<file path="src/rtl/mem_access_sequencer.sv">
// Multicycle memory-port sequencer: arbitrates fetch/data/exception requests and times each access.
// Optional per-class completion counters are compiled in when MEM_SEQ_STATS_EN is defined.
module mem_access_sequencer #(
  parameter int unsigned MEM_LATENCY = 2,
  parameter int unsigned CNT_W       = 4
) (
  input  logic       clk,
  input  logic       reset,
  input  logic       fetch_req,
  input  logic       data_rd_req,
  input  logic       data_wr_req,
  input  logic       exc_req,
  input  logic       exc_sel,
  output logic [1:0] i_or_d,
  output logic       mem_wr,
  output logic       mdr_load,
  output logic       done,
  output logic [1:0] grant,
  output logic       busy,
  output logic       proto_err
`ifdef MEM_SEQ_STATS_EN
  ,
  output logic [15:0] fetch_cnt,
  output logic [15:0] data_cnt,
  output logic [15:0] exc_cnt
`endif
);

  typedef enum logic [1:0] {S_IDLE, S_ACCESS, S_WAIT, S_DONE} state_e;

  localparam logic [1:0]       GRANT_FETCH = 2'd0;
  localparam logic [1:0]       GRANT_DATA  = 2'd1;
  localparam logic [1:0]       GRANT_EXC   = 2'd2;
  localparam logic [CNT_W-1:0] CNT_LOAD    = CNT_W'(MEM_LATENCY - 1);
  localparam logic [CNT_W-1:0] CNT_ONE     = CNT_W'(1);

  state_e           state_q, state_d;
  logic [CNT_W-1:0] cnt_q, cnt_d;
  logic [1:0]       i_or_d_q, i_or_d_d;
  logic [1:0]       grant_q, grant_d;
  logic             wr_q, wr_d;
  logic             mem_wr_q, mem_wr_d;
  logic             mdr_load_q, mdr_load_d;
  logic             done_q, done_d;
  logic             busy_q, busy_d;
  logic             proto_err_q, proto_err_d;

  // State and registered outputs
  always_ff @(posedge clk) begin
    if (reset) begin
      state_q     <= S_IDLE;
      cnt_q       <= '0;
      i_or_d_q    <= 2'd0;
      grant_q     <= 2'd0;
      wr_q        <= 1'b0;
      mem_wr_q    <= 1'b0;
      mdr_load_q  <= 1'b0;
      done_q      <= 1'b0;
      busy_q      <= 1'b0;
      proto_err_q <= 1'b0;
    end else begin
      state_q     <= state_d;
      cnt_q       <= cnt_d;
      i_or_d_q    <= i_or_d_d;
      grant_q     <= grant_d;
      wr_q        <= wr_d;
      mem_wr_q    <= mem_wr_d;
      mdr_load_q  <= mdr_load_d;
      done_q      <= done_d;
      busy_q      <= busy_d;
      proto_err_q <= proto_err_d;
    end
  end

  // Next state plus next values of the registered outputs; pulses default low
  always_comb begin
    state_d     = state_q;
    cnt_d       = cnt_q;
    i_or_d_d    = i_or_d_q;
    grant_d     = grant_q;
    wr_d        = wr_q;
    busy_d      = busy_q;
    proto_err_d = proto_err_q;
    mem_wr_d    = 1'b0;
    mdr_load_d  = 1'b0;
    done_d      = 1'b0;

    unique case (state_q)
      S_IDLE: begin
        if (data_rd_req && data_wr_req) begin
          proto_err_d = 1'b1;
        end
        if (exc_req || data_wr_req || data_rd_req || fetch_req) begin
          state_d = S_ACCESS;
          busy_d  = 1'b1;
          cnt_d   = CNT_LOAD;
          if (exc_req) begin
            grant_d  = GRANT_EXC;
            i_or_d_d = {1'b1, exc_sel};
            wr_d     = 1'b0;
          end else if (data_wr_req) begin
            grant_d  = GRANT_DATA;
            i_or_d_d = 2'd1;
            wr_d     = 1'b1;
            mem_wr_d = 1'b1;
          end else if (data_rd_req) begin
            grant_d  = GRANT_DATA;
            i_or_d_d = 2'd1;
            wr_d     = 1'b0;
          end else begin
            grant_d  = GRANT_FETCH;
            i_or_d_d = 2'd0;
            wr_d     = 1'b0;
          end
        end
      end
      S_ACCESS: begin
        if (MEM_LATENCY > 1) begin
          state_d = S_WAIT;
        end else begin
          state_d    = S_DONE;
          done_d     = 1'b1;
          mdr_load_d = ~wr_q;
        end
      end
      S_WAIT: begin
        cnt_d = cnt_q - CNT_ONE;
        if (cnt_q == CNT_ONE) begin
          state_d    = S_DONE;
          done_d     = 1'b1;
          mdr_load_d = ~wr_q;
        end
      end
      S_DONE: begin
        state_d = S_IDLE;
        busy_d  = 1'b0;
      end
      default: state_d = S_IDLE;
    endcase
  end

  assign i_or_d    = i_or_d_q;
  assign mem_wr    = mem_wr_q;
  assign mdr_load  = mdr_load_q;
  assign done      = done_q;
  assign grant     = grant_q;
  assign busy      = busy_q;
  assign proto_err = proto_err_q;

`ifdef MEM_SEQ_STATS_EN
  logic [15:0] fetch_cnt_q, data_cnt_q, exc_cnt_q;

  // Saturating per-class completion counters, bumped while in DONE
  always_ff @(posedge clk) begin
    if (reset) begin
      fetch_cnt_q <= 16'd0;
      data_cnt_q  <= 16'd0;
      exc_cnt_q   <= 16'd0;
    end else if (state_q == S_DONE) begin
      if (grant_q == GRANT_FETCH && fetch_cnt_q != 16'hFFFF) fetch_cnt_q <= fetch_cnt_q + 16'd1;
      if (grant_q == GRANT_DATA  && data_cnt_q  != 16'hFFFF) data_cnt_q  <= data_cnt_q + 16'd1;
      if (grant_q == GRANT_EXC   && exc_cnt_q   != 16'hFFFF) exc_cnt_q   <= exc_cnt_q + 16'd1;
    end
  end

  assign fetch_cnt = fetch_cnt_q;
  assign data_cnt  = data_cnt_q;
  assign exc_cnt   = exc_cnt_q;
`endif

endmodule

</file>
<file path="config.mk">
export PLATFORM = sky130hd
export DESIGN_NAME = mem_access_sequencer
export DESIGN_NICKNAME = d
export VERILOG_FILES = /design/src/rtl/mem_access_sequencer.sv
export SDC_FILE = /design/constraint.sdc
export NUM_CORES = 1
export LEC_CHECK = 0
export BUFFER_PORTS_ARGS = -buffer_cell sky130_fd_sc_hd__buf_2
export CAP_MARGIN = 30
export CORE_MARGIN = 2
export CORE_UTILIZATION = 35
export CTS_BUF_LIST = sky130_fd_sc_hd__clkbuf_2
export CTS_CLUSTER_DIAMETER = 50
export DETAILED_ROUTE_END_ITERATION = 12
export SLEW_MARGIN = 25
export SYNTH_ARGS = -nofsm -noshare
export SYNTH_HDL_FRONTEND = slang
export SYNTH_SLANG_ARGS = --single-unit
</file>
<file path="constraint.sdc">
create_clock -name clk -period 1.55 [get_ports clk]
set_clock_uncertainty 0.05 [all_clocks]
set_input_delay 0.3875 -clock clk [delete_from_list [all_inputs] [get_ports clk]]
set_output_delay 0.3875 -clock clk [all_outputs]
set_load 0.1 [all_outputs]
</file>
Yosys cells after proc, flatten, opt, wreduce, memory -nomap -nowiden

Cells that the tools add are included.

Equal/unequal tests: 6
Reduce and logical (&&, ||, !) cells: 15
Add/subtract/negate cells: 1
Mux-type cells: 14
Bitwise logic cells: 5

Operator list:

| operator                                             | count |
|---|---|
| AND reduction 2 bit                                  | 5 |
| 2-to-1 mux 2 bit                                     | 4 |
| one-hot mux 2 bit (4 select lines)                   | 1 |
| one-hot mux 4 bit (2 select lines)                   | 1 |
| 2-to-1 mux 1 bit                                     | 6 |
| OR reduction 3 bit                                   | 2 |
| inverter 1 bit                                       | 5 |
| equality test 2 bit (second input constant)          | 2 |
| equality test 4 x 1 -> 1 bit (second input constant) | 1 |
| 2-to-1 mux 4 bit                                     | 1 |
| inequality test 2 bit (second input constant)        | 2 |
| nonzero test 2 bit                                   | 2 |
| subtractor 4 x 1 -> 4 bit (second input constant)    | 1 |
| logical OR 1 bit                                     | 3 |
| equality test 2 x 1 -> 1 bit (second input constant) | 1 |
| logical NOT 2 bit                                    | 1 |
| one-hot mux 1 bit (2 select lines)                   | 1 |
| OR reduction 2 bit                                   | 1 |
| logical AND 1 bit                                    | 1 |

Output and inout bits: 9
Register bits after elaboration: 16
Logic and storage cells: 51
Bits of input ports: 7

Logic depth before layout (Yosys ltp)

Word-level depth: 5
Mapped depth: 6
Mapped depth without buffers: 5

Worst setup path before layout

No wires, ideal clock.

Path kind: register to output
Start point: register i_or_d_q[1] (netlist: i_or_d[1])
End point: output port i_or_d[1]
Required time: 1112 ps
Arrival: 1374 ps
Cell stages (with the launch flop): 2
Path buffers: 1
Setup slack: -261 ps
Cells stage by stage: dfxtp_1 -> buf_4

RTL lines:

| what                   | RTL line | text |
|---|---|---|
| start, declared        | 39       | `logic [1:0] i_or_d_q, i_or_d_d;` |
| start signal, assigned | 64       | `i_or_d_q <= i_or_d_d;` |
| end, declared          | 14       | `output logic [1:0] i_or_d,` |

No word-level cell between the ends.

==> results.sh <==
export IMPL_r2r_slack_ps=50
export IMPL_tightest_slew_ps=483
export IMPL_holdPathEnd="cnt_q[0]$_SDFFE_PP0P_"
export IMPL_synth_area_leader_cell="dfxtp_1"
export IMPL_critical_path_class="flip-flop to output port"
export IMPL_via_per_inst=5.23
export IMPL_r2r_start="cnt_q[1]$_SDFFE_PP0P_"
export IMPL_yosys_warnings=0
export IMPL_yosysTopAreaCellShare_pct=38.8
export IMPL_p_comb_share_pct=61.0
export IMPL_startpoint="i_or_d[1]$_SDFFE_PP0P_"
export IMPL_rsz0062_at_grt="true"
export IMPL_clkSlewWorstSetupHoldPaths_ps=140
export IMPL_ys_async_sr_fraction_pct=0
export IMPL_seq_area_frac_synth_pct=38.8
export IMPL_postCtsSetupBuffers=0
export IMPL_layoutNonFillerInstCount=133
export IMPL_synth_cells=78
export IMPL_io_buffers=15
export IMPL_grt_pass1_vias=638
export IMPL_switching_share_pct=49.8
export IMPL_first_pass_iters=4
export IMPL_synth_edf_count=0
export IMPL_vias=696
export IMPL_period_minus_slack_ps=1510
export IMPL_startpoint_type="flip-flop"
export IMPL_dieHeight_um=51
export IMPL_cts_buffers=3
export IMPL_internal_power_w=0.000983
export IMPL_worst_skew_pair_late_latency_ps=290
export IMPL_finalSetupTns_ps=0
export IMPL_synthesis_nets=91
export IMPL_yosys_top_cells_count="dfxtp_1 (15), ha_1 (6), nand2_1 (6), inv_1 (5), nor2_1 (5)"
export IMPL_initial_core_util_pct=36.0
export IMPL_place_congestion=0.690
export IMPL_cts_tree="done"
export IMPL_drc=0
export IMPL_cp_max_fo=3
export IMPL_antenna_found_initial=0
export IMPL_p_sw_w=0.000974
export IMPL_pwr_share_seq_pct=29.1
export IMPL_endpoint_kind="output port"
export IMPL_rows=17
export IMPL_drv_slew=0
export IMPL_wl_per_cell_um=12.4
export IMPL_critical_path_buf_inv_count=1
export IMPL_clkPwrFrac_pct=9.9
export IMPL_reg2reg_depth=5
export IMPL_power_per_cell_area_nw_per_um2=1940
export IMPL_hpwl_um=1240
export IMPL_slowest_stage="buf_2"
export IMPL_nFillCells=223
export IMPL_cts_max_level=1
export IMPL_leakage_nw=0.442
export IMPL_cp_depth=1
export IMPL_hp_start="reset"
export IMPL_io_pins=16
export IMPL_reg2reg_to="state_q[0]$_SDFFE_PP0P_"
export IMPL_antenna_left=0
export IMPL_cts_sinks=15
export IMPL_grt_ovfl_total=0
export IMPL_required_ps=1110
export IMPL_ir_drop_v=0.00103
export IMPL_cp_arrival_ps=1070
export IMPL_relSlewSlack_pct=68.0
export IMPL_power_w=0.00196
export IMPL_clockRootBuffer="clkbuf_2"
export IMPL_status="finished, final reports clean"
export IMPL_ys_flop_type="dfxtp_1"
export IMPL_ys_types=38
export IMPL_syn_area_um2=773
export IMPL_whs_ps=327
export IMPL_fmax_mhz=663
export IMPL_critPathTopFamily="buffers and inverters"
export IMPL_die_w_um=51
export IMPL_hold_depth=2
export IMPL_synth_seq_cells=15
export IMPL_grt_pass1_wl_um=2680
export IMPL_hold_viol=0
export IMPL_setup_violations=0
export IMPL_syn_to_final_growth_pct=30.4
export IMPL_period_share_pct=97.2
export IMPL_synth_avg_cell_area_um2=9.91
export IMPL_drt_initial_drc_count=3
export IMPL_drv_cap=0
export IMPL_final_nets=119
export IMPL_grt_max_degree=11
export IMPL_wirelength_um=1640
export IMPL_grt_use_total_pct=14.2
export IMPL_worstPathCellList="buf_2"
export IMPL_core_um2=2150
export IMPL_dpl_cell_count=129
export IMPL_netlist_top_cells_area="dfxtp_1 (39%), ha_1 (9.7%), a221oi_2 (3.9%)"
export IMPL_max_stage_delay_ps=420
export IMPL_antenna_cells=0
export IMPL_drive_above_1_share_pct=41.0
export IMPL_clockBufferDepth=2
export IMPL_yosysMostFrequentCell="dfxtp_1"
export IMPL_fp_dieArea_um2=2600
export IMPL_hp_class="input port to flip-flop"
-- state kept, by name (all words and copies together), names as in the netlist --
signal,flops
busy,1
cnt_q,4
done,1
grant,1
i_or_d,2
mdr_load,1
mem_wr,1
proto_err,1
state_q,2
wr_q,1
-- metrics by stage --
| stage | setup slack (ps) | util, % | area, µm² |
|---|---|---|---|
| after floorplan | 80.3 | - | 774 |
| after global placement | 30.2 | 44.3 | 951 |
| after detailed placement | 11.6 | 44.3 | 951 |
| after CTS | 12.7 | 45.5 | 978 |
| after global routing | -25.0 | 46.9 | 1010 |
| final | 42.7 | 46.9 | 1010 |
-- timing repair --
action | CTS | global route
setup endpoints to repair | 2 | 11
hold buffers | 0 | 0
pin swaps | 2 | 1
gates resized for setup | 5 | 7
-- cells by family (layout without fill, tap and decap cells) --
family / count (synthesis) / in the layout / share of synthesized area (%)
muxes: 1 / 1 / 1.29
buffers and inverters: 8 / 35 / 4.53
AOI/OAI and AO/OA: 21 / 21 / 23.3
DFF: 15 / 15 / 38.8
adders and majority gates: 6 / 6 / 9.71
and+or+nand+nor: 27 / 27 / 22.3
-- how the worst max path moves through the flow --
stage          slack (ps)                    end
2_1_floorplan          80              i_or_d[1]
3_3_place_gp           30  cnt_q[2]$_SDFFE_PP0P_
3_5_place_dp           10  cnt_q[1]$_SDFFE_PP0P_
4_1_cts                10              proto_err
5_1_grt               -20              i_or_d[1]
6_report               40               grant[1]
-- power by group through the flow --
stage                     combinational (W)  sequential, W  clock [W]
after global routing                0.00130       0.000583   0.000222
after detailed placement            0.00111       0.000566          0
after CTS                           0.00113       0.000565   0.000207
after global placement              0.00110       0.000563          0
after floorplan                    0.000508       0.000915          0
final                               0.00119       0.000569   0.000194
-- cell usage in the layout, fill, tap and decap left out, drive strengths merged, types with 2 or more instances in the layout --
cell,netlist,routed
buf,2,23
dfxtp,15,15
clkbuf,1,7
nand2,6,6
ha,6,6
nor2,5,5
inv,5,5
a21oi,4,4
nand2b,3,3
nor2b,2,2
a221oi,2,2
nor3b,2,2
a21o,2,2
-- metal layers --
| metal | track usage [%] | wire length [µm] |
|---|---|---|
| met1 | 14.4 | 690 |
| met2 | 24.9 | 835 |
| met3 | 5.26 | 85 |
| met4 | 8.11 | 33 |
| met5 | 0 | 0 |
-- cell type report --
cell class	instances	area, µm²	area share, %
tap	28	35.0	3.47
clock buffer	4	20.0	1.99
multi-input combinational	55	462	45.8
sequential	15	305	30.3
timing repair buffer	26	168	16.6
inverter	5	18.8	1.86
(Power assumes the default switching activity.)
